<file path="config.mk">
export PLATFORM = sky130hd
export DESIGN_NAME = music_score_tx
export DESIGN_NICKNAME = d
export VERILOG_FILES = /design/src/rtl/music_pkg.sv /design/src/rtl/music_uart_tx_bit.sv /design/src/rtl/music_score_tx.sv
export SDC_FILE = /design/constraint.sdc
export NUM_CORES = 1
export LEC_CHECK = 0
export BUFFER_PORTS_ARGS = -buffer_cell sky130_fd_sc_hd__buf_4
export CORE_MARGIN = 4
export CORE_UTILIZATION = 60
export DETAILED_ROUTE_END_ITERATION = 8
export PLACE_DENSITY_LB_ADDON = 0.12
export RECOVER_POWER = 100
export SYNTH_ARGS = -nofsm -noshare
export SYNTH_HDL_FRONTEND = slang
export SYNTH_HIERARCHICAL = 1
export SYNTH_SLANG_ARGS = --single-unit
</file>
<file path="constraint.sdc">
create_clock -name sys_clk -period 6.1 [get_ports sys_clk]
set_clock_uncertainty 0.15 [all_clocks]
set_input_delay 0.915 -clock sys_clk [delete_from_list [all_inputs] [get_ports sys_clk]]
set_output_delay 0.915 -clock sys_clk [all_outputs]
set_load 0.005 [all_outputs]
</file>
<file path="src/rtl/music_pkg.sv">
`default_nettype none
// ============================================================================
// Module      : music_pkg
// Description : Shared types and constants for the music score transmitter:
//               FSM state encoding, duration-code hold times, and score ROM.
// Revision    : 1.0 - initial release
// ============================================================================
package music_pkg;

   // Sequencer states; three bits cover the five states with room to spare
   typedef enum logic [2:0] {
      ST_IDLE    = 3'd0,
      ST_LOAD    = 3'd1,
      ST_SEND    = 3'd2,
      ST_WAIT_TX = 3'd3,
      ST_HOLD    = 3'd4
   } state_t;

   // Hold times in milliseconds selected by the 3-bit duration code
   localparam int unsigned DUR_200  = 200;
   localparam int unsigned DUR_500  = 500;
   localparam int unsigned DUR_1000 = 1000;
   localparam int unsigned DUR_2000 = 2000;
   localparam int unsigned DUR_4000 = 4000;

   localparam int SCORE_LEN_DEFAULT = 96;
   localparam int SCORE_ROM_DEPTH   = 128;

   // Score entries are {tone[4:0], dur[2:0]}; only the first SCORE_LEN are played
   localparam logic [7:0] SCORE_ROM [SCORE_ROM_DEPTH] = '{
      8'h31, 8'h42, 8'h55, 8'h1F, 8'h31, 8'h01, 8'h39, 8'h43,
      8'h4A, 8'h52, 8'h29, 8'h33, 8'h3A, 8'h41, 8'h00, 8'h4B,
      8'h5C, 8'h62, 8'h31, 8'h39, 8'h42, 8'h4A, 8'h53, 8'h01,
      8'h6A, 8'h5B, 8'h49, 8'h42, 8'h3A, 8'h31, 8'h2C, 8'h11,
      8'h31, 8'h31, 8'h3A, 8'h42, 8'h4B, 8'h53, 8'h5A, 8'h01,
      8'h62, 8'h69, 8'h72, 8'h6B, 8'h62, 8'h5A, 8'h52, 8'h09,
      8'h4A, 8'h42, 8'h39, 8'h31, 8'h29, 8'h22, 8'h1A, 8'h01,
      8'h12, 8'h1A, 8'h22, 8'h2A, 8'h33, 8'h3C, 8'h44, 8'h0B,
      8'h39, 8'h41, 8'h49, 8'h51, 8'h5A, 8'h63, 8'h6C, 8'h01,
      8'h7A, 8'h72, 8'h6A, 8'h62, 8'h5A, 8'h52, 8'h4A, 8'h13,
      8'h31, 8'h42, 8'h31, 8'h42, 8'h53, 8'h64, 8'h75, 8'h01,
      8'h6A, 8'h5A, 8'h4A, 8'h3A, 8'h2A, 8'h1A, 8'h0A, 8'h05,
      8'h31, 8'h39, 8'h41, 8'h49, 8'h51, 8'h59, 8'h61, 8'h69,
      8'h71, 8'h79, 8'h81, 8'h89, 8'h91, 8'h99, 8'hA1, 8'hA9,
      8'hB1, 8'hB9, 8'hC1, 8'hC9, 8'hD1, 8'hD9, 8'hE1, 8'hE9,
      8'hF1, 8'hF9, 8'hF2, 8'hEA, 8'hE2, 8'hDA, 8'hD2, 8'h01
   };

   // Map a duration code onto its hold time in ms; unused codes fall back to 200 ms
   function automatic int unsigned dur_ms(input logic [2:0] code);
      case (code)
         3'd1:    dur_ms = DUR_200;
         3'd2:    dur_ms = DUR_500;
         3'd3:    dur_ms = DUR_1000;
         3'd4:    dur_ms = DUR_2000;
         3'd5:    dur_ms = DUR_4000;
         default: dur_ms = DUR_200;
      endcase
   endfunction

endpackage
`default_nettype wire

</file>
<file path="src/rtl/music_uart_tx_bit.sv">
`default_nettype none
// ============================================================================
// Module      : music_uart_tx_bit
// Description : 8N1 UART serializer. A one-cycle tx_start latches tx_data and
//               sends start bit, eight data bits LSB first, and a stop bit,
//               each lasting BPS_CNT cycles.
// Revision    : 1.0 - initial release
// ============================================================================
module music_uart_tx_bit #(
   parameter int BPS_CNT = 434
) (
   input  logic       sys_clk,
   input  logic       sys_rst_n,
   input  logic       tx_start,
   input  logic [7:0] tx_data,
   output logic       tx_busy,
   output logic       uart_txd
);

   localparam int CNT_W = (BPS_CNT > 1) ? $clog2(BPS_CNT) : 1;
   localparam logic [CNT_W-1:0] BPS_LAST = CNT_W'(BPS_CNT - 1);

   logic             busy_q,    busy_d;
   logic             txd_q,     txd_d;
   logic [CNT_W-1:0] bps_cnt_q, bps_cnt_d;
   logic [3:0]       bit_cnt_q, bit_cnt_d;
   logic [7:0]       data_q,    data_d;

   // Bit sequencing: bit_cnt 0 is the start bit, 1..8 data, 9 the stop bit
   always_comb begin
      busy_d    = busy_q;
      txd_d     = txd_q;
      bps_cnt_d = bps_cnt_q;
      bit_cnt_d = bit_cnt_q;
      data_d    = data_q;
      if (!busy_q) begin
         if (tx_start) begin
            busy_d    = 1'b1;
            txd_d     = 1'b0;
            data_d    = tx_data;
            bps_cnt_d = '0;
            bit_cnt_d = 4'd0;
         end
      end else if (bps_cnt_q == BPS_LAST) begin
         bps_cnt_d = '0;
         if (bit_cnt_q == 4'd9) begin
            busy_d    = 1'b0;
            bit_cnt_d = 4'd0;
            txd_d     = 1'b1;
         end else begin
            bit_cnt_d = bit_cnt_q + 4'd1;
            txd_d     = (bit_cnt_q == 4'd8) ? 1'b1 : data_q[bit_cnt_q[2:0]];
         end
      end else begin
         bps_cnt_d = bps_cnt_q + 1'b1;
      end
   end

   // Serializer state registers; the line idles high out of reset
   always_ff @(posedge sys_clk or negedge sys_rst_n) begin
      if (!sys_rst_n) begin
         busy_q    <= 1'b0;
         txd_q     <= 1'b1;
         bps_cnt_q <= '0;
         bit_cnt_q <= 4'd0;
         data_q    <= 8'd0;
      end else begin
         busy_q    <= busy_d;
         txd_q     <= txd_d;
         bps_cnt_q <= bps_cnt_d;
         bit_cnt_q <= bit_cnt_d;
         data_q    <= data_d;
      end
   end

   assign tx_busy  = busy_q;
   assign uart_txd = txd_q;

endmodule
`default_nettype wire

</file>
<file path="src/rtl/music_score_tx.sv">
`default_nettype none
// ============================================================================
// Module      : music_score_tx
// Description : Score sequencer. Walks the score ROM, sends each entry over
//               the UART, drives the current tone and holds it for the
//               encoded duration before moving to the next note.
// Revision    : 1.0 - initial release
// ============================================================================
module music_score_tx
   import music_pkg::*;
#(
   parameter int CLK_FREQ  = 50_000_000,
   parameter int UART_BPS  = 115200,
   parameter int SCORE_LEN = SCORE_LEN_DEFAULT
) (
   input  logic       sys_clk,
   input  logic       sys_rst_n,
   input  logic       play_en,
   output logic       uart_txd,
   output logic [4:0] music_tone,
   output logic [6:0] note_idx,
   output logic       busy
);

   localparam int          BPS_CNT    = CLK_FREQ / UART_BPS;
   localparam int unsigned CYC_PER_MS = CLK_FREQ / 1000;
   localparam logic [6:0]  IDX_LAST   = 7'(SCORE_LEN - 1);

   state_t      state_q,    state_d;
   logic [1:0]  sync_q,     sync_d;
   logic [7:0]  byte_q,     byte_d;
   logic [4:0]  tone_q,     tone_d;
   logic [6:0]  idx_q,      idx_d;
   logic [27:0] hold_cnt_q, hold_cnt_d;

   logic        play_s;
   logic        tx_start;
   logic        tx_busy;
   logic [7:0]  rom_byte;
   logic [6:0]  next_idx;
   logic [27:0] hold_load;

   assign play_s    = sync_q[1];
   assign rom_byte  = SCORE_ROM[idx_q];
   assign next_idx  = (idx_q == IDX_LAST) ? 7'd0 : idx_q + 7'd1;
   assign hold_load = 28'(dur_ms(byte_q[2:0]) * CYC_PER_MS - 1);
   assign sync_d    = {sync_q[0], play_en};

   // Next-state and datapath updates for the note sequencer
   always_comb begin
      state_d    = state_q;
      byte_d     = byte_q;
      tone_d     = tone_q;
      idx_d      = idx_q;
      hold_cnt_d = hold_cnt_q;
      tx_start   = 1'b0;
      case (state_q)
         ST_IDLE: begin
            if (play_s) state_d = ST_LOAD;
         end
         ST_LOAD: begin
            // Tone goes out on the same edge that raises tx_start
            byte_d  = rom_byte;
            tone_d  = rom_byte[7:3];
            state_d = ST_SEND;
         end
         ST_SEND: begin
            tx_start = 1'b1;
            state_d  = ST_WAIT_TX;
         end
         ST_WAIT_TX: begin
            // A started frame always completes; stop requests are honoured here
            if (!tx_busy) begin
               if (!play_s) begin
                  state_d = ST_IDLE;
                  tone_d  = 5'd0;
               end else begin
                  state_d    = ST_HOLD;
                  hold_cnt_d = hold_load;
               end
            end
         end
         ST_HOLD: begin
            if (!play_s || hold_cnt_q == 28'd0) begin
               idx_d      = next_idx;
               hold_cnt_d = 28'd0;
               if (play_s) begin
                  state_d = ST_LOAD;
               end else begin
                  state_d = ST_IDLE;
                  tone_d  = 5'd0;
               end
            end else begin
               hold_cnt_d = hold_cnt_q - 28'd1;
            end
         end
         default: begin
            state_d = ST_IDLE;
            tone_d  = 5'd0;
         end
      endcase
   end

   // State, synchroniser and datapath registers
   always_ff @(posedge sys_clk or negedge sys_rst_n) begin
      if (!sys_rst_n) begin
         state_q    <= ST_IDLE;
         sync_q     <= 2'b00;
         byte_q     <= 8'd0;
         tone_q     <= 5'd0;
         idx_q      <= 7'd0;
         hold_cnt_q <= 28'd0;
      end else begin
         state_q    <= state_d;
         sync_q     <= sync_d;
         byte_q     <= byte_d;
         tone_q     <= tone_d;
         idx_q      <= idx_d;
         hold_cnt_q <= hold_cnt_d;
      end
   end

   music_uart_tx_bit #(
      .BPS_CNT (BPS_CNT)
   ) u_uart_tx (
      .sys_clk   (sys_clk),
      .sys_rst_n (sys_rst_n),
      .tx_start  (tx_start),
      .tx_data   (byte_q),
      .tx_busy   (tx_busy),
      .uart_txd  (uart_txd)
   );

   assign music_tone = tone_q;
   assign note_idx   = idx_q;
   assign busy       = (state_q != ST_IDLE);

endmodule
`default_nettype wire
</file>
After elaboration in Yosys (flattened, before gate mapping). Memories as Yosys holds them, arrays and structs flattened. Index checks and enable logic that the tools add are counted.

Register bits after elaboration: 76. Latch bits: 0. Memory bits (writable): 0. Memory bits (read-only): 1024. Input bits: 3. Output and inout bits: 14. Memories: 1.

Memories: (no name shown) (words 128, bits a word 8, rd ports 1, clocked after Yosys merged registers in 0, write ports 0, RTL line music_score_tx.sv:44) `assign rom_byte = SCORE_ROM[idx_q];`.

Add/subtract/negate cells: 5. Multipliers: 1. Divide/modulo/power cells: 0. $lt $le $gt $ge: 2. Equal/unequal tests: 17. Shift operators: 0. Multiplexer cells: 37. Bitwise operators: 3. Reductions and logical operators: 14.

Operator list (count): $mux 28 (3); $pmux 28 s2 (1); $sub 28x1->28 const B (2); $pmux 12 s4 (1); $logic_not 28->1 (1); $mux 9 (3); $mul 12x12->24 const B (1); $pmux 5 s4 (1); $mux 4 (4); $mux 8 (2); $mux 5 (3); $pmux 3 s5 (1); $eq 3x2->1 const B (4); $mux 1 (12); $mux 3 (4); $ne 2x2->1 const B (5); $add 9x1->9 const B (1); $eq 3x3->1 const B (3); $eq 9x9->1 const B (1); $reduce_and 3->1 (3); $eq 4x4->1 const B (2); $ge 8x8->1 const B (1); $not 7->8 (1); $add 7x1->7 const B (1); 14 further kinds (18).

Logic depth before layout (Yosys ltp).
Depth after elaboration: 7. Mapped depth: 23. Gate-level depth less buffers: 23.

Modules after synthesis. Netlist, hierarchy kept.

Modules (own cells, without submodules): music_score_tx (instances 1, cells each 793, area each 6298.5 µm², sequential area each 1326.3 µm²); music_uart_tx_bit (instances 1, cells each 125, area each 1169.9 µm², sequential area each 576.8 µm²).

Worst setup path after synthesis. No wires, ideal clock.

Path kind: register to register. Start: register byte_q[1]. End: register hold_cnt_q[24]. Library setup time: 0.127 ns. Data arrival time: 5.010 ns. Required time: 5.823 ns. Slack: 0.812 ns. Stages on the path, launching flop included: 24. Buffers on the path: 1. Period minus slack after synthesis: 5.288 ns. Path through: dfrtp_1 -> nand2b_1 -> inv_2 -> nand2b_1 -> clkbuf_1 -> nand2_1 -> ha_1 -> ha_1 -> inv_1 -> fa_1 -> inv_1 -> ha_1 -> inv_1 -> fa_1 -> inv_1 -> ha_1 -> nor2b_4 -> o31ai_2 -> a21oi_1 -> xor2_1 -> or4b_4 -> nor4_4 -> or3_1 -> nand3_1.

Longest elaborated chain between the ends: 7.

Ends and longest elaborated chain: start, declared (RTL line music_score_tx.sv:31) `logic [7:0] byte_q, byte_d;`; start signal, assigned (RTL line music_score_tx.sv:116) `byte_q <= byte_d;`; $eq 3x3->1 or $eq 3x2->1 (tied branches) (RTL line music_pkg.sv:51) `case (code)`; $pmux 12 s4 * (RTL line music_pkg.sv:51); $mul 12x12->24 * (RTL line music_score_tx.sv:46) `assign hold_load = 28'(dur_ms(byte_q[2:0]) * CYC_PER_MS - 1);`; $sub 28x1->28 * (RTL line music_score_tx.sv:46); $mux 28 * (RTL line music_score_tx.sv:74) `if (!play_s) begin`; $mux 28 * (RTL line music_score_tx.sv:73) `if (!tx_busy) begin`; $pmux 28 s2 * (RTL line music_score_tx.sv:57) `case (state_q)`; end signal, assigned (RTL line music_score_tx.sv:119) `hold_cnt_q <= hold_cnt_d;`; end, declared (RTL line music_score_tx.sv:34) `logic [27:0] hold_cnt_q, hold_cnt_d;`.

Mark *: on every way between the ends. The rest lies on a longest branch, timed or not. The select of a mux whose other input is x is not followed. A chain may end at the register's enable or synchronous reset.

Worst setup path in the final report.
Start: register byte_q[1]. End: register hold_cnt_q[23].

The elaborated chain is that of the path after synthesis.

==> run metrics <==
Hold Vio Cnt, Final=0; DIE AREA=14300 sq um; placement-stage cell area=7660 sq um; Min Clock Period, post-route=5.76 ns; gr busiest metal=met2; Seq/Total Area, Yosys=0.255; largest net degree at the start of global routing=77; prevailing post-synth register cell=dfrtp_1; Antenna Nets Post-Route=0; vias per inst=6.40; final worst path period share=0.945; worst skew pair latency=0.34 ns; M3 GR Usage=0.0500; CP cell instances=nand2b_1, inv_2, nand2_1, inv_1, nor2_1, inv_1, ha_1, ha_1, fa_1, ha_1, inv_1, fa_1, inv_1, ha_1, a2111oi_0, o21ai_0, a22oi_4, o2111ai_2, nor4_2, xnor2_1, o221ai_2; CTS Hold Bufs=0; clk slew on worst S/H paths=0.06 ns; clock sinks=76; Syn Std Cell Area=7470 sq um; achievable frequency=0.174 GHz; Die Width=120 microns; CP Data Required Time=6.13 ns; GR Util met1=0.392; Routed wire per std cell=17.5 microns; RSZ-0062 raised after global routing=no; drt total wl=18900 microns; Via Count=6902; DRC errors left=0; gpl congestion=0.989; share of power burned in the clock network=0.134; Finished Cell Area=7950 sq um; Yosys Warn Count=6; WP data arrival=5.80 ns; first-pass GRT wire length=30900 microns; Final Core Density=0.656; critical path type=reg -> reg; Power Dens Cells=549 nW/um^2; flops & latches, synth=76; Initial Util=0.617; area grow syn2layout=6.45%; switching power=2210 uW; switch share=0.507; Total Routing Usage GR=0.263; met2 usage=0.401; CTS tree=done; Critical Path Max Stage Delay=0.53 ns; Final Net Count=994; Internal Pwr Total=2150 uW; initial antenna violation count=0; GR Overflow Total=0; Unique masters post-synth=89; failing checks=max-capacitance violations, max-slew violations; status=complete, but fails checks; Avg Cell Area, Syn=8.14 sq um; CP max FO=8; peak supply drop=0.000710 V; vias in the first global route=6220; Slew HR=-1.70; CTS Buffer Depth=2; CORE AREA=12100 sq um; Critical Path Source Type=register; final setup margin=0.337 ns; IO Port Bufs=16; CP Capture Type=register; H-tree depth=3; HP Class=reg -> reg; drt pass-1 iters=5; # rows=40; fraction of layout cells with a size suffix above 1=0.0714; dpl hpwl=13800 microns; Crit-path slowest cell=fa_1; Die Ht=120 microns; Post-synth EDFFs=0; drt initial violations=704; I/O Pins=17; clk root buf=clkbuf_16; antenna cells=0; Synth Instances=918; leakage=0.00364 uW; ys async rst share=1.00; Setup Viol. Count Final=0; CTS buffer count=9; Reg power frac=0.186; Comb power frac=0.680; setup TNS=0 ns; R2R setup slack=0.34 ns; pre-CTS setup slack=0.390 ns; maxcap violations=3; Slew Viols, Final=169; Worst-Margin Slew=4.04 ns
per-layer routing:
layer  vias up  part of all wire  wire (microns)
met4         0             0.013             250
li1       3273                 -               -
met1      3287              0.45            8520
met3        27             0.084            1590
met2       315              0.45            8510
met5         -                 0               0
critical path: cells and delay by family, from the launching register on:
| family | cells | cell delay (ns) |
|---|---|---|
| AO/OA/AOI/OAI | 5 | 1.32 |
| adder cells (fa/ha/maj) | 6 | 2.18 |
| flip-flops | 1 | 0.39 |
| buffers and inverters | 5 | 0.48 |
| AND/OR/NAND/NOR | 4 | 0.92 |
| XOR/XNOR | 1 | 0.18 |
final cells by class:
class	count	area, sq um
Timing Repair Buffer	23	146
Tap cell	168	210
Multi-Input combinational cell	715	5060
Sequential cell	76	1900
Clock inverter	6	97.6
Inverter	80	300
Fill cell	1057	4160
Clock buffer	10	229
synthesized netlist by cell type, types with 8 or more instances:
library cell | count | area, sq um
inv_1 | 79 | 297
o21ai_0 | 66 | 330
nand2_1 | 109 | 409
xor2_1 | 15 | 131
nor2_1 | 61 | 229
nor2b_1 | 15 | 93.8
a31oi_1 | 10 | 62.6
a22oi_1 | 8 | 60.1
nand2b_1 | 9 | 56.3
nor3_1 | 23 | 115
o22ai_1 | 8 | 50.1
a21oi_1 | 63 | 315
or3_1 | 12 | 75.1
a211oi_1 | 13 | 97.6
nor4_1 | 9 | 56.3
dfrtp_1 | 75 | 1880
and3_1 | 10 | 62.6
ha_1 | 71 | 888
xnor2_1 | 21 | 184
clkbuf_1 | 37 | 139
nand3_1 | 20 | 100
a21o_1 | 9 | 67.6
o21ai_1 | 10 | 50.1
fa_1 | 15 | 300
o211ai_1 | 12 | 90.1
power groups by stage:
stage | clock (uW) | combinational [uW] | sequential, uW
after floorplan | 0 | 2180 | 773
after global placement | 0 | 2760 | 804
after detailed placement | 0 | 2870 | 813
after CTS | 593 | 2890 | 804
after global routing | 621 | 3250 | 830
final | 586 | 2970 | 809
metrics by stage:
stage | hold WS [ns] | power, uW | instances
2_1_floorplan | 0.181 | 2950 | 919
3_3_place_gp | 0.250 | 3570 | 1061
3_5_place_dp | 0.250 | 3690 | 1061
4_1_cts | 0.265 | 4290 | 1077
5_1_grt | 0.266 | 4700 | 1078
6_report | 0.264 | 4360 | 1078
placed cells by master, fill, tap and decap left out, types with 5 or more instances in the layout:
master	Yosys	layout
o311ai_0	5	5
nand3_1	20	21
nand2b_1	9	9
nand2_1	109	111
a21o_1	9	9
xnor2_1	21	21
o22ai_1	8	8
or3_1	12	12
ha_1	71	71
a21oi_1	63	63
clkbuf_16	0	9
buf_4	0	6
a31oi_1	10	10
a221oi_1	5	5
o211ai_1	12	12
and3_1	10	10
inv_1	79	79
nor2b_1	15	14
nor4_1	9	9
o21ai_0	66	71
dfrtp_1	75	75
clkbuf_1	37	8
nor3_1	23	24
nor2_1	61	61
xor2_1	15	15
nand4_1	7	7
a211oi_1	13	13
o21ai_1	10	5
fa_1	15	15
a22oi_1	8	8
clkbuf_4	0	10
mux2i_1	7	7
flip-flops by register name, summed over array words and instances, names as in the netlist:
name                 cells
u_uart_tx/tx_busy        1
u_uart_tx/bit_cnt_q      4
hold_cnt_q              28
state_q                  3
note_idx                 7
u_uart_tx/bps_cnt_q      9
u_uart_tx/data_q         8
music_tone               5
u_uart_tx/uart_txd       1
sync_q                   2
byte_q                   8
logic make-up (layout without fill, tap and decap cells):
family | count (synthesis) | in the layout | share of synthesized area
and+or+nand+nor | 314 | 314 | 0.218
muxes | 14 | 14 | 0.0260
DFF | 76 | 76 | 0.255
AOI/OAI and AO/OA | 262 | 262 | 0.233
buffers and inverters | 128 | 119 | 0.0653
xor gates and xnor gates | 36 | 36 | 0.0422
adders and majority gates | 86 | 86 | 0.159
other | 2 | 3 | 0.00101
worst paths after layout:
kind / start / endpoint / depth (start not counted)
worst min register to register: sync_q[0] / sync_q[1] / 0
worst max register to register: byte_q[1] / hold_cnt_q[23] / 21
max in group asynchronous: sys_rst_n / hold_cnt_q[18] / 1
worst max-delay path: byte_q[1] / hold_cnt_q[23] / 21
worst min-delay path: sync_q[0] / sync_q[1] / 0
min in group asynchronous: sys_rst_n / u_uart_tx/bps_cnt_q[4] / 1
what timing repair did:
item                       in CTS  in global routing
setup endpoints to repair       0                  1
gates resized for setup         0                  2
setup buffers                   0                  1
hold endpoints to repair        0                  0
Note: power is estimated with default switching activity, not from simulation.
